[config.mk]
export PLATFORM = sky130hd
export DESIGN_NAME = fifo_port_sched
export DESIGN_NICKNAME = d
export VERILOG_FILES = /design/src/rtl/fifo_port_sched.sv
export SDC_FILE = /design/constraint.sdc
export NUM_CORES = 1
export LEC_CHECK = 0
export ABC_AREA = 1
export ABC_CLOCK_PERIOD_IN_PS = 2170
export BUFFER_PORTS_ARGS = -buffer_cell sky130_fd_sc_hd__buf_2
export CORE_ASPECT_RATIO = 0.75
export CORE_UTILIZATION = 45
export CTS_CLUSTER_SIZE = 25
export DETAILED_ROUTE_END_ITERATION = 16
export GPL_TIMING_DRIVEN = 1
export HOLD_SLACK_MARGIN = 0.02
export PLACE_DENSITY = 0.83
export SYNTH_ARGS = -nofsm -noshare
export SYNTH_HDL_FRONTEND = slang
export SYNTH_SLANG_ARGS = --single-unit
[constraint.sdc]
create_clock -name clock -period 2.17 [get_ports clock]
set_input_delay 0.3255 -clock clock [delete_from_list [all_inputs] [get_ports clock]]
set_output_delay 0.3255 -clock clock [all_outputs]
set_load 0.01 [all_outputs]
[src/rtl/fifo_port_sched.sv]
// Shares one external FIFO between NREQ round-robin write requesters and
// drains its read side onto a valid/ready output through a hold register.
module fifo_port_sched #(
  parameter int NREQ = 4,
  parameter int W    = 8,
  parameter int IDW  = 2
) (
  input  logic              clock,
  input  logic              reset,
  input  logic [NREQ-1:0]   req_valid,
  input  logic [NREQ*W-1:0] req_data,
  output logic [NREQ-1:0]   req_ready,
  output logic [IDW-1:0]    grant_id,
  output logic              fifo_wn,
  output logic [W-1:0]      fifo_din,
  input  logic              fifo_full,
  output logic              fifo_rn,
  input  logic [W-1:0]      fifo_dout,
  input  logic              fifo_empty,
  output logic              out_valid,
  output logic [W-1:0]      out_data,
  input  logic              out_ready
);

  localparam logic [1:0] ST_IDLE = 2'd0;
  localparam logic [1:0] ST_WAIT = 2'd1;
  localparam logic [1:0] ST_HOLD = 2'd2;

  localparam logic [IDW-1:0] LAST_IDX = IDW'(NREQ - 1);

  logic [IDW-1:0] rr_ptr_q, rr_ptr_d;
  logic [IDW-1:0] winner;
  logic [IDW-1:0] cand;
  logic           found;
  logic           grant;

  logic [1:0]     state_q, state_d;
  logic           out_valid_q, out_valid_d;
  logic [W-1:0]   out_data_q, out_data_d;
  logic           read_req;

  // Search starts at the pointer and wraps, so the first valid hit is the winner.
  always_comb begin
    winner = rr_ptr_q;
    found  = 1'b0;
    cand   = '0;
    for (int k = 0; k < NREQ; k++) begin
      cand = IDW'((int'(rr_ptr_q) + k) % NREQ);
      if (!found && req_valid[cand]) begin
        winner = cand;
        found  = 1'b1;
      end
    end
  end

  assign grant    = found && !fifo_full && !reset;
  assign fifo_wn  = grant;
  assign grant_id = winner;
  assign fifo_din = req_data[int'(winner) * W +: W];

  always_comb begin
    req_ready = '0;
    if (grant) begin
      req_ready[winner] = 1'b1;
    end
  end

  always_comb begin
    rr_ptr_d = rr_ptr_q;
    if (grant) begin
      rr_ptr_d = (winner == LAST_IDX) ? '0 : winner + IDW'(1);
    end
  end

  // Output is always empty while a read is in flight; out_valid drops on hand-off.
  always_comb begin
    state_d     = state_q;
    out_valid_d = out_valid_q;
    out_data_d  = out_data_q;
    read_req    = 1'b0;
    case (state_q)
      ST_IDLE: begin
        if (!fifo_empty) begin
          read_req = 1'b1;
          state_d  = ST_WAIT;
        end
      end
      ST_WAIT: begin
        out_data_d  = fifo_dout;
        out_valid_d = 1'b1;
        state_d     = ST_HOLD;
      end
      ST_HOLD: begin
        if (out_ready) begin
          out_valid_d = 1'b0;
          if (!fifo_empty) begin
            read_req = 1'b1;
            state_d  = ST_WAIT;
          end else begin
            state_d  = ST_IDLE;
          end
        end
      end
      default: begin
        state_d     = ST_IDLE;
        out_valid_d = 1'b0;
      end
    endcase
  end

  assign fifo_rn   = read_req && !reset;
  assign out_valid = out_valid_q;
  assign out_data  = out_data_q;

  always_ff @(posedge clock) begin
    if (reset) begin
      rr_ptr_q    <= '0;
      state_q     <= ST_IDLE;
      out_valid_q <= 1'b0;
      out_data_q  <= '0;
    end else begin
      rr_ptr_q    <= rr_ptr_d;
      state_q     <= state_d;
      out_valid_q <= out_valid_d;
      out_data_q  <= out_data_d;
    end
  end

endmodule
==> results of run 1 <==
-- layout by cell type (no fill, tap or decap), drive strengths merged --
master | synthesis | routed
dfxtp | 13 | 13
buf | 6 | 105
clkbuf | 1 | 5
inv | 14 | 15
clkinv | 1 | 1
ha | 1 | 1
o31ai | 1 | 1
nand2 | 116 | 116
nor2 | 9 | 9
a221oi | 1 | 1
nand3 | 49 | 49
a2111oi | 2 | 2
nand4 | 3 | 4
a21oi | 10 | 10
-- state kept, by name, indices dropped and copies added (netlist names) --
name,count
out_data,8
out_valid,1
rr_ptr_q,2
state_q,2
-- cells by family (layout without fill, tap and decap cells) --
kind of cell / after synthesis / in the layout
fa+ha+maj: 1 / 1
buf+inv: 22 / 126
flops: 13 / 13
simple gates: 177 / 178
compound gates: 14 / 14
-- critical path, stage by stage (launching register included) --
cell and delay (ns):
dfxtp_4 0.42, buf_6 0.14, nand2_1 0.08, nand2_2 0.10, nand2_2 0.07, nand2_4 0.11
nand4_4 0.17, nand2_4 0.26, nand3_1 0.17, nand2_1 0.11, nand2_1 0.05, nand2_1 0.07
buf_2 0.14
-- area by class of cell --
class | instances | area (sq um)
sequential | 13 | 265
tap | 38 | 47.5
timing repair inverter | 1 | 3.75
clock buffer | 4 | 45.0
fill | 204 | 703
inverter | 15 | 63.8
multi-input combinational | 193 | 1160
timing repair buffer | 106 | 669
-- layer usage --
metal	vias to the layer above	wire length (um)	GRT usage, %
li1	958	-	-
met2	130	2710	49.3
met1	953	2380	38.3
met5	-	0	0
met3	32	395	2.73
met4	0	258	13.1
-- metrics by stage --
step           util, %  setup slack (ns)  std cells  area (sq um)
6_report          76.2            -0.296        370          2250
5_1_grt           76.2            -0.382        370          2250
4_1_cts           71.2           -0.0792        365          2100
3_5_place_dp      60.8            0.0120        339          1800
3_3_place_gp      60.8            0.0536        339          1800
2_1_floorplan        -             0.153        227          1400
-- what timing repair did --
item,CTS,global route
setup buffers,19,4
cloned,3,1
setup endpoints to repair,13,15
pin swaps,18,15
resized for setup,27,23
-- power by group through the flow --
stage                     clock network [mW]  registers, mW  logic [mW]
final                                  0.221          0.289        2.20
after global routing                   0.227          0.291        2.35
after CTS                              0.221          0.287        1.82
after detailed placement                   0          0.281        1.51
after global placement                     0          0.280        1.49
after floorplan                            0          0.288        1.13
-- path summary, 6_finish.rpt --
path	startpoint	depth (start not counted)	slack [ns]	end
worst max-delay path	rr_ptr_q[0]	12	-0.30	fifo_din[4]
worst min register to register	out_data[6]	2	0.46	out_data[6]
worst max register to register	rr_ptr_q[0]	16	-0.11	rr_ptr_q[0]
worst min-delay path	fifo_empty	2	0.25	state_q[0]
==> impl_metrics.ini, run 1 <==
[critical_path]
startpoint_type = flop
crit_arrival_ns = 2.14
end_kind = output port
worstPathRequired_ns = 1.84
path_class = reg2out
critPathMaxFanout = 16

[sta]
max_slew_margin_pct = 75.2
fin_tns_setup_ns = -2.70
setup_viol = 15
min_period_ns = 2.47
fin_ws_ns = -0.296
maxSlewViolCount = 0
fmax_ghz = 0.405
finalHoldViolations = 0
tightest_slew_ns = 0.362
rsz0062_at_grt = yes
fin_worst_skew_ns = 0.00805
fin_crit_sh_pct = 114
hold_ws_ns = 0.254

[pwr]
swShare_pct = 52.5
p_leak_nw = 1.24
p_seq_share_pct = 10.7
peakVddDrop_mv = 0.580
power.switching_mw = 1.42
cellInternalPower_mw = 1.29
p_total_mw = 2.71
combinationalPowerShare_pct = 81.2
pwr-share-clk_pct = 8.2
powerDensity_nw_per_um2 = 1200

[logic_synthesis]
synth_mux_area_share_pct = 0
seq_area_frac_synth_pct = 18.6
synth_fa_ha_area_share_pct = 0.893
synthSimpleGateAreaFrac_pct = 64.2
syn_nets = 277
ys_warn_count = 0
synth.avg_cell_area_sq_um = 6.17
synthCells = 227
synthTopCellsByArea = nand2_1 27%, dfxtp_1 19%, nand3_1 14%, nand3_2 6.4%, nand4_4 4.6%
synth-edff-count = 0
yosysTopAreaCell = nand2_1
synth_seq_cells = 13
synth_top_area_share_pct = 27.3
yosys-top-cells-count = 102 x nand2_1, 40 x nand3_1, 13 x dfxtp_1, 12 x inv_1, 10 x a21oi_1
synth_compound_area_share_pct = 5.98
synth_top_family_by_area = simple AND/OR/NAND/NOR gates
synth-main-ff-cell = dfxtp_1
yosysMostFrequentCell = nand2_1
netlist_area_sq_um = 1400
synth_xor_area_share_pct = 0
postSynth.asyncResetShare_pct = 0
ys_types = 20

[cts]
clk_latency_ns = 0.25
cts-root-buf = clkbuf_8
numCtsBuffers = 3
clk_pin_slew_ns = 0.06
htree_levels = 1
ctsHoldBuffers = 0
cts_tree = yes
clockBufferDepth = 2
clock_sinks = 13

[placed_design]
place.gp.congestion = 0.797
port_buffers = 73
dpl.hpwl_um = 2920

[routing]
drt-initial-drc-count = 209
drt_first_pass_iters = 5
drt_wl_total_um = 5750
viasPerCell = 5.60
wl_per_cell_um = 15.5
antenna_left = 0
vias = 2073
drc_errors = 0

[global_route]
grt_pass1_vias = 1756
grtUsageTotal_pct = 29.5
grt_max_degree = 17
grt_remaining_overflow = 0
antenna_found_initial = 0
grt_first_pass_wirelength_um = 7650

[outcome]
violations = setup timing
outcome = finished with violations

[flow_run]
cap_viol_max_count = 0

[die]
die-height_um = 50.3
die_w_um = 66.4
die_area_sq_um = 3340
rows = 17
core-area_sq_um = 2960
start_util_pct = 47.4
io_pins = 74

[finish]
syn_to_final_growth_pct = 60.8
antennaDiodeCount = 0
finalNetCount = 383
layout-drive-gt1-share_pct = 51.8

[worst_hold_path]
hp-class = in2reg
Note: power is estimated with default switching activity, not from simulation.
==> run 2, diff against run 1 <==
Settings changed: ABC_CLOCK_PERIOD_IN_PS 2170 to 2550, CAP_MARGIN set to 0.
Clock period 2.17 ns to 2.55 ns, I/O delays scaled along.
==> impl_metrics.ini, run 2 (synthesized netlist as in run 1, its figures left out) <==
[finish]
fin_area_sq_um = 1870
final_common_cell = nand2_1
finalNetCount = 355
fin_util_pct = 63.3
largest_reg_flops = 8
final_cell_mix = 98 x nand2_1, 73 x buf_2, 40 x nand3_1
syn_to_final_growth_pct = 33.6
fillers = 276
antennaDiodeCount = 0
layout-drive-gt1-share_pct = 39.1

[critical_path]
worst_path_largest_cell_delay_ns = 0.37
critical_path_buf_inv_count = 4
r2r-start = rr_ptr_q[1]
startpoint_type = flop
reg2reg_slack_ns = 0.65
crit_chain = buf_6 -> nand2_1 -> nand2_2 -> nand2_1 -> nand2_4 -> nand4_4 -> inv_2 -> nand2_1 -> nand2_1 -> ha_1 -> inv_1 -> nor2_1 -> buf_2
worst_path_most_repeated_cell = nand2_1
worstReg2RegEnd = rr_ptr_q[1]
cp_top_family = simple AND/OR/NAND/NOR gates
crit_arrival_ns = 2.03
cp_slowest_cell = dfxtp_4
critPathMaxFanout = 10
worstPathRequired_ns = 2.17
rr_worst_depth = 14
path_class = reg2out
end_kind = output port

[sta]
fmax_ghz = 0.415
fin_ws_ns = 0.138
max_slew_margin_pct = 78.4
min_period_ns = 2.41
fin_crit_sh_pct = 94.6
setup_viol = 0
finalHoldViolations = 0
fin_worst_skew_ns = 0.00114
tightest_slew_ns = 0.315
maxSlewViolCount = 0

[cts]
clockBufferDepth = 2
htree_levels = 1
clock_sinks = 13
clk_pin_slew_ns = 0.05
clk_latency_ns = 0.24
numCtsBuffers = 3
ctsHoldBuffers = 0
cts-root-buf = clkbuf_8
cts_tree = yes

[routing]
vias = 1741
drt_wl_total_um = 3850
drt_first_pass_iters = 4
drc_errors = 0
drt-initial-drc-count = 132
viasPerCell = 5.09
antenna_left = 0
wl_per_cell_um = 11.3

[global_route]
antenna_found_initial = 0
grt_first_pass_wirelength_um = 6330
grt_max_degree = 17
grt.met2_usage_pct = 38.8
grt_use_met3_pct = 2.95
grtUsageTotal_pct = 23.7
grt_pass1_vias = 1525
met1_usage_pct = 32.0
grt_remaining_overflow = 0
busiest_layer = met2

[placed_design]
place.gp.congestion = 0.832
dpl.hpwl_um = 2800
preCtsSetupSlack_ns = 0.179
port_buffers = 73
postPlaceCellArea_sq_um = 1760

[flow_run]
cap_viol_max_count = 0

[die]
io_pins = 74
rows = 17
start_util_pct = 47.4
die_w_um = 66.4
die-height_um = 50.3
core-area_sq_um = 2960
die_area_sq_um = 3340

[worst_hold_path]
min_to = state_q[0]
min_path_cells = 2
hp-class = in2reg
min_from = fifo_empty

[pwr]
peakVddDrop_mv = 0.404
p_total_mw = 1.76
powerDensity_nw_per_um2 = 942
p_leak_nw = 1.05

[outcome]
outcome = finished clean
run 2: cell count changes in the layout (fill, tap and decap cells not counted), sizes merged:
| cell | delta |
|---|---|
| buf | -25 |
| clkbuf | -1 |
| inv | -1 |
| nand4 | -1 |
run 2: routing by layer:
layer | vias to the layer above | part of all wire (%)
met5 | - | 0
met4 | 0 | 0.81
met3 | 4 | 7.0
met2 | 65 | 47
met1 | 778 | 45
li1 | 894 | -
run 2: layout make-up:
class / count / area [sq um] / share of cell area [%]
Tap cell: 38 / 47.5 / 2.54
Clock buffer: 4 / 45.0 / 2.41
Multi-Input combinational cell: 192 / 1020 / 54.7
Sequential cell: 13 / 265 / 14.2
Inverter: 15 / 63.8 / 3.41
Timing Repair Buffer: 80 / 425 / 22.7
run 2: worst max-delay path by stage:
stage / from / endpoint / slack, ns / depth (start not counted)
3_5_place_dp: rr_ptr_q[1] / req_ready[3] / 0.18 / 13
6_report: rr_ptr_q[0] / req_ready[3] / 0.14 / 13
3_3_place_gp: rr_ptr_q[1] / req_ready[3] / 0.25 / 13
4_1_cts: rr_ptr_q[0] / req_ready[3] / 0.03 / 13
2_1_floorplan: rr_ptr_q[0] / req_ready[3] / 0.48 / 12
5_1_grt: rr_ptr_q[0] / req_ready[3] / -0.006 / 15
run 2: power by group:
part	switching, mW	total, mW	internal (mW)
combinational	0.847	1.34	0.489
clock	0.0705	0.181	0.110
sequential	0.0235	0.246	0.223
total	0.941	1.76	0.822
run 2: what timing repair did:
item                                    in CTS  in global routing
buffers inserted                             2                  1
pin swaps                                    1                  3
gates cloned                                 0                  0
resized for setup                            3                 13
endpoints found under the setup margin       1                 13
run 2: stage by stage:
step	TNS, ns	cells	hold WS [ns]
final	0	342	0.324
after global routing	-0.00616	342	0.322
after CTS	0	341	0.324
after detailed placement	0	335	0.444
after global placement	0	335	0.441
after floorplan	0	227	0.420
==> run 3, diff against run 2 <==
--- a/config.mk
+++ b/config.mk
@@ -11,8 +11,8 @@
 export CAP_MARGIN = 0
 export CORE_ASPECT_RATIO = 0.75
+export CORE_MARGIN = 10
 export CORE_UTILIZATION = 45
 export CTS_CLUSTER_SIZE = 25
 export DETAILED_ROUTE_END_ITERATION = 16
-export GPL_TIMING_DRIVEN = 1
 export HOLD_SLACK_MARGIN = 0.02
 export PLACE_DENSITY = 0.83
==> constraint.sdc (replaced) <==
create_clock -name clock -period 2.55 [get_ports clock]
set_input_delay 0.255 -clock clock [delete_from_list [all_inputs] [get_ports clock]]
set_output_delay 0.255 -clock clock [all_outputs]
set_load 0.01 [all_outputs]
==> impl_metrics.ini, run 3 (synthesized netlist as in run 1, its figures left out) <==
[flow_run]
cap_viol_max_count = 0

[sta]
maxSlewViolCount = 0
min_period_ns = 2.39
fin_crit_sh_pct = 93.6
tightest_slew_ns = 0.322
setup_viol = 0
fin_worst_skew_ns = 0.00211
fmax_ghz = 0.419
finalHoldViolations = 0
rsz0062_at_grt = no
fin_tns_setup_ns = 0
max_slew_margin_pct = 77.9

[finish]
final_common_cell = nand2_1
stdcell_count = 345
fin_area_sq_um = 1870
layout-drive-gt1-share_pct = 38.8
fillers = 297
final_cell_mix = 101 x nand2_1, 73 x buf_2, 40 x nand3_1, 12 x inv_1, 11 x dfxtp_1
largest_reg_flops = 8
syn_to_final_growth_pct = 33.8
antennaDiodeCount = 0
finalNetCount = 358
fin_util_pct = 63.4

[pwr]
peakVddDrop_mv = 0.580
powerDensity_nw_per_um2 = 953
p_total_mw = 1.79
p_leak_nw = 1.07

[global_route]
grt_max_degree = 18
grt_remaining_overflow = 0
grt_pass1_vias = 1649
grtUsageTotal_pct = 13.8
antenna_found_initial = 0
grt_first_pass_wirelength_um = 6880

[critical_path]
worst_path_largest_cell_delay_ns = 0.38
end_kind = output port
worst_path_most_repeated_cell = nand2_1
startpoint_type = flop
worstPathRequired_ns = 2.30
crit_chain = buf_6 -> nand2_1 -> nand2_1 -> nand2_1 -> nand2_4 -> nand2_2 -> nand2_1 -> nand2_2 -> nand2_8 -> nand2_1 -> inv_1 -> ha_1 -> inv_1 -> nor2_1 -> buf_2
cp_slowest_cell = dfxtp_2
path_class = reg2out
crit_arrival_ns = 2.13
rr_worst_depth = 12
critPathMaxFanout = 10

[placed_design]
place.gp.congestion = 0.892
dpl.cell_count = 335
dpl.hpwl_um = 3480
postPlaceCellArea_sq_um = 1760
port_buffers = 73

[cts]
clk_latency_ns = 0.25
clk_pin_slew_ns = 0.06
numCtsBuffers = 3
clockBufferDepth = 2
ctsHoldBuffers = 0
htree_levels = 1
cts_tree = yes
clock_sinks = 13
cts-root-buf = clkbuf_8

[die]
start_util_pct = 47.4
die_area_sq_um = 5770
io_pins = 74
die-height_um = 68.3
rows = 17
die_w_um = 84.4
core-area_sq_um = 2960

[routing]
drc_errors = 0
met1_length_um = 1910
drt_first_pass_iters = 4
viasPerCell = 5.05
drt-initial-drc-count = 125
drt_wl_total_um = 4480
highest_layer = met4
vias = 1743
antenna_left = 0
wl_met3_um = 258
route.met2.wl_um = 2240
wl_per_cell_um = 13.0

[outcome]
outcome = finished clean

[worst_hold_path]
hp-class = in2reg
min_path_cells = 2
[run 3: cell types whose count changed in the layout (fill, tap and decap cells not counted), sizes merged]
cell / previous run / this run
buf: 80 / 83
clkbuf: 4 / 3
clkinv: 1 / 2
[run 3: worst max-delay path: cells and delay by family, from the launching register on]
kind / cells / cell delay, ns
and+or+nand+nor: 10 / 0.93
buffers and inverters: 4 / 0.41
DFF: 1 / 0.38
adders and majority gates: 1 / 0.15
[run 3: where the power goes]
| group | total (mW) | switching (mW) | internal (mW) |
|---|---|---|---|
| logic | 1.36 | 0.854 | 0.504 |
| registers | 0.244 | 0.0219 | 0.222 |
| clock network | 0.184 | 0.0758 | 0.108 |
[run 3: cell type report]
type                    instances  area (sq um)  area share (%)
clock buffers                   3          41.3            2.20
inverters                      15          61.3            3.27
flip-flops and latches         13           263            14.0
repair buffers                 83           444            23.7
clock inverters                 1          5.00           0.267
multi-input cells             192          1010            54.0
well taps                      38          47.5            2.54
[run 3: repair_timing]
item                                    in CTS  in global routing
setup buffers                                0                  6
cloned                                       0                  0
endpoints found under the setup margin       1                 11
pin swaps                                    0                  2
resized for setup                            1                  7
[run 3: routing by layer]
layer | global-route usage [%] | vias to the layer above
met5 | 0 | -
met4 | 4.92 | 0
met3 | 3.91 | 9
met2 | 24.6 | 41
met1 | 15.7 | 788
li1 | - | 905
[run 3: per-stage QoR]
stage | hold WS, ns | setup slack (ns)
6_report | 0.187 | 0.164
5_1_grt | 0.199 | 0.0426
4_1_cts | 0.187 | 0.0120
3_5_place_dp | 0.446 | 0.252
3_3_place_gp | 0.440 | 0.309
2_1_floorplan | 0.334 | 0.604
[run 3: path summary, 6_finish.rpt]
kind / startpoint / end / slack (ns)
min: fifo_empty / state_q[0] / 0.19
max reg2reg: rr_ptr_q[0] / rr_ptr_q[1] / 0.54
min reg2reg: state_q[0] / state_q[0] / 0.46
max: rr_ptr_q[0] / req_ready[3] / 0.16
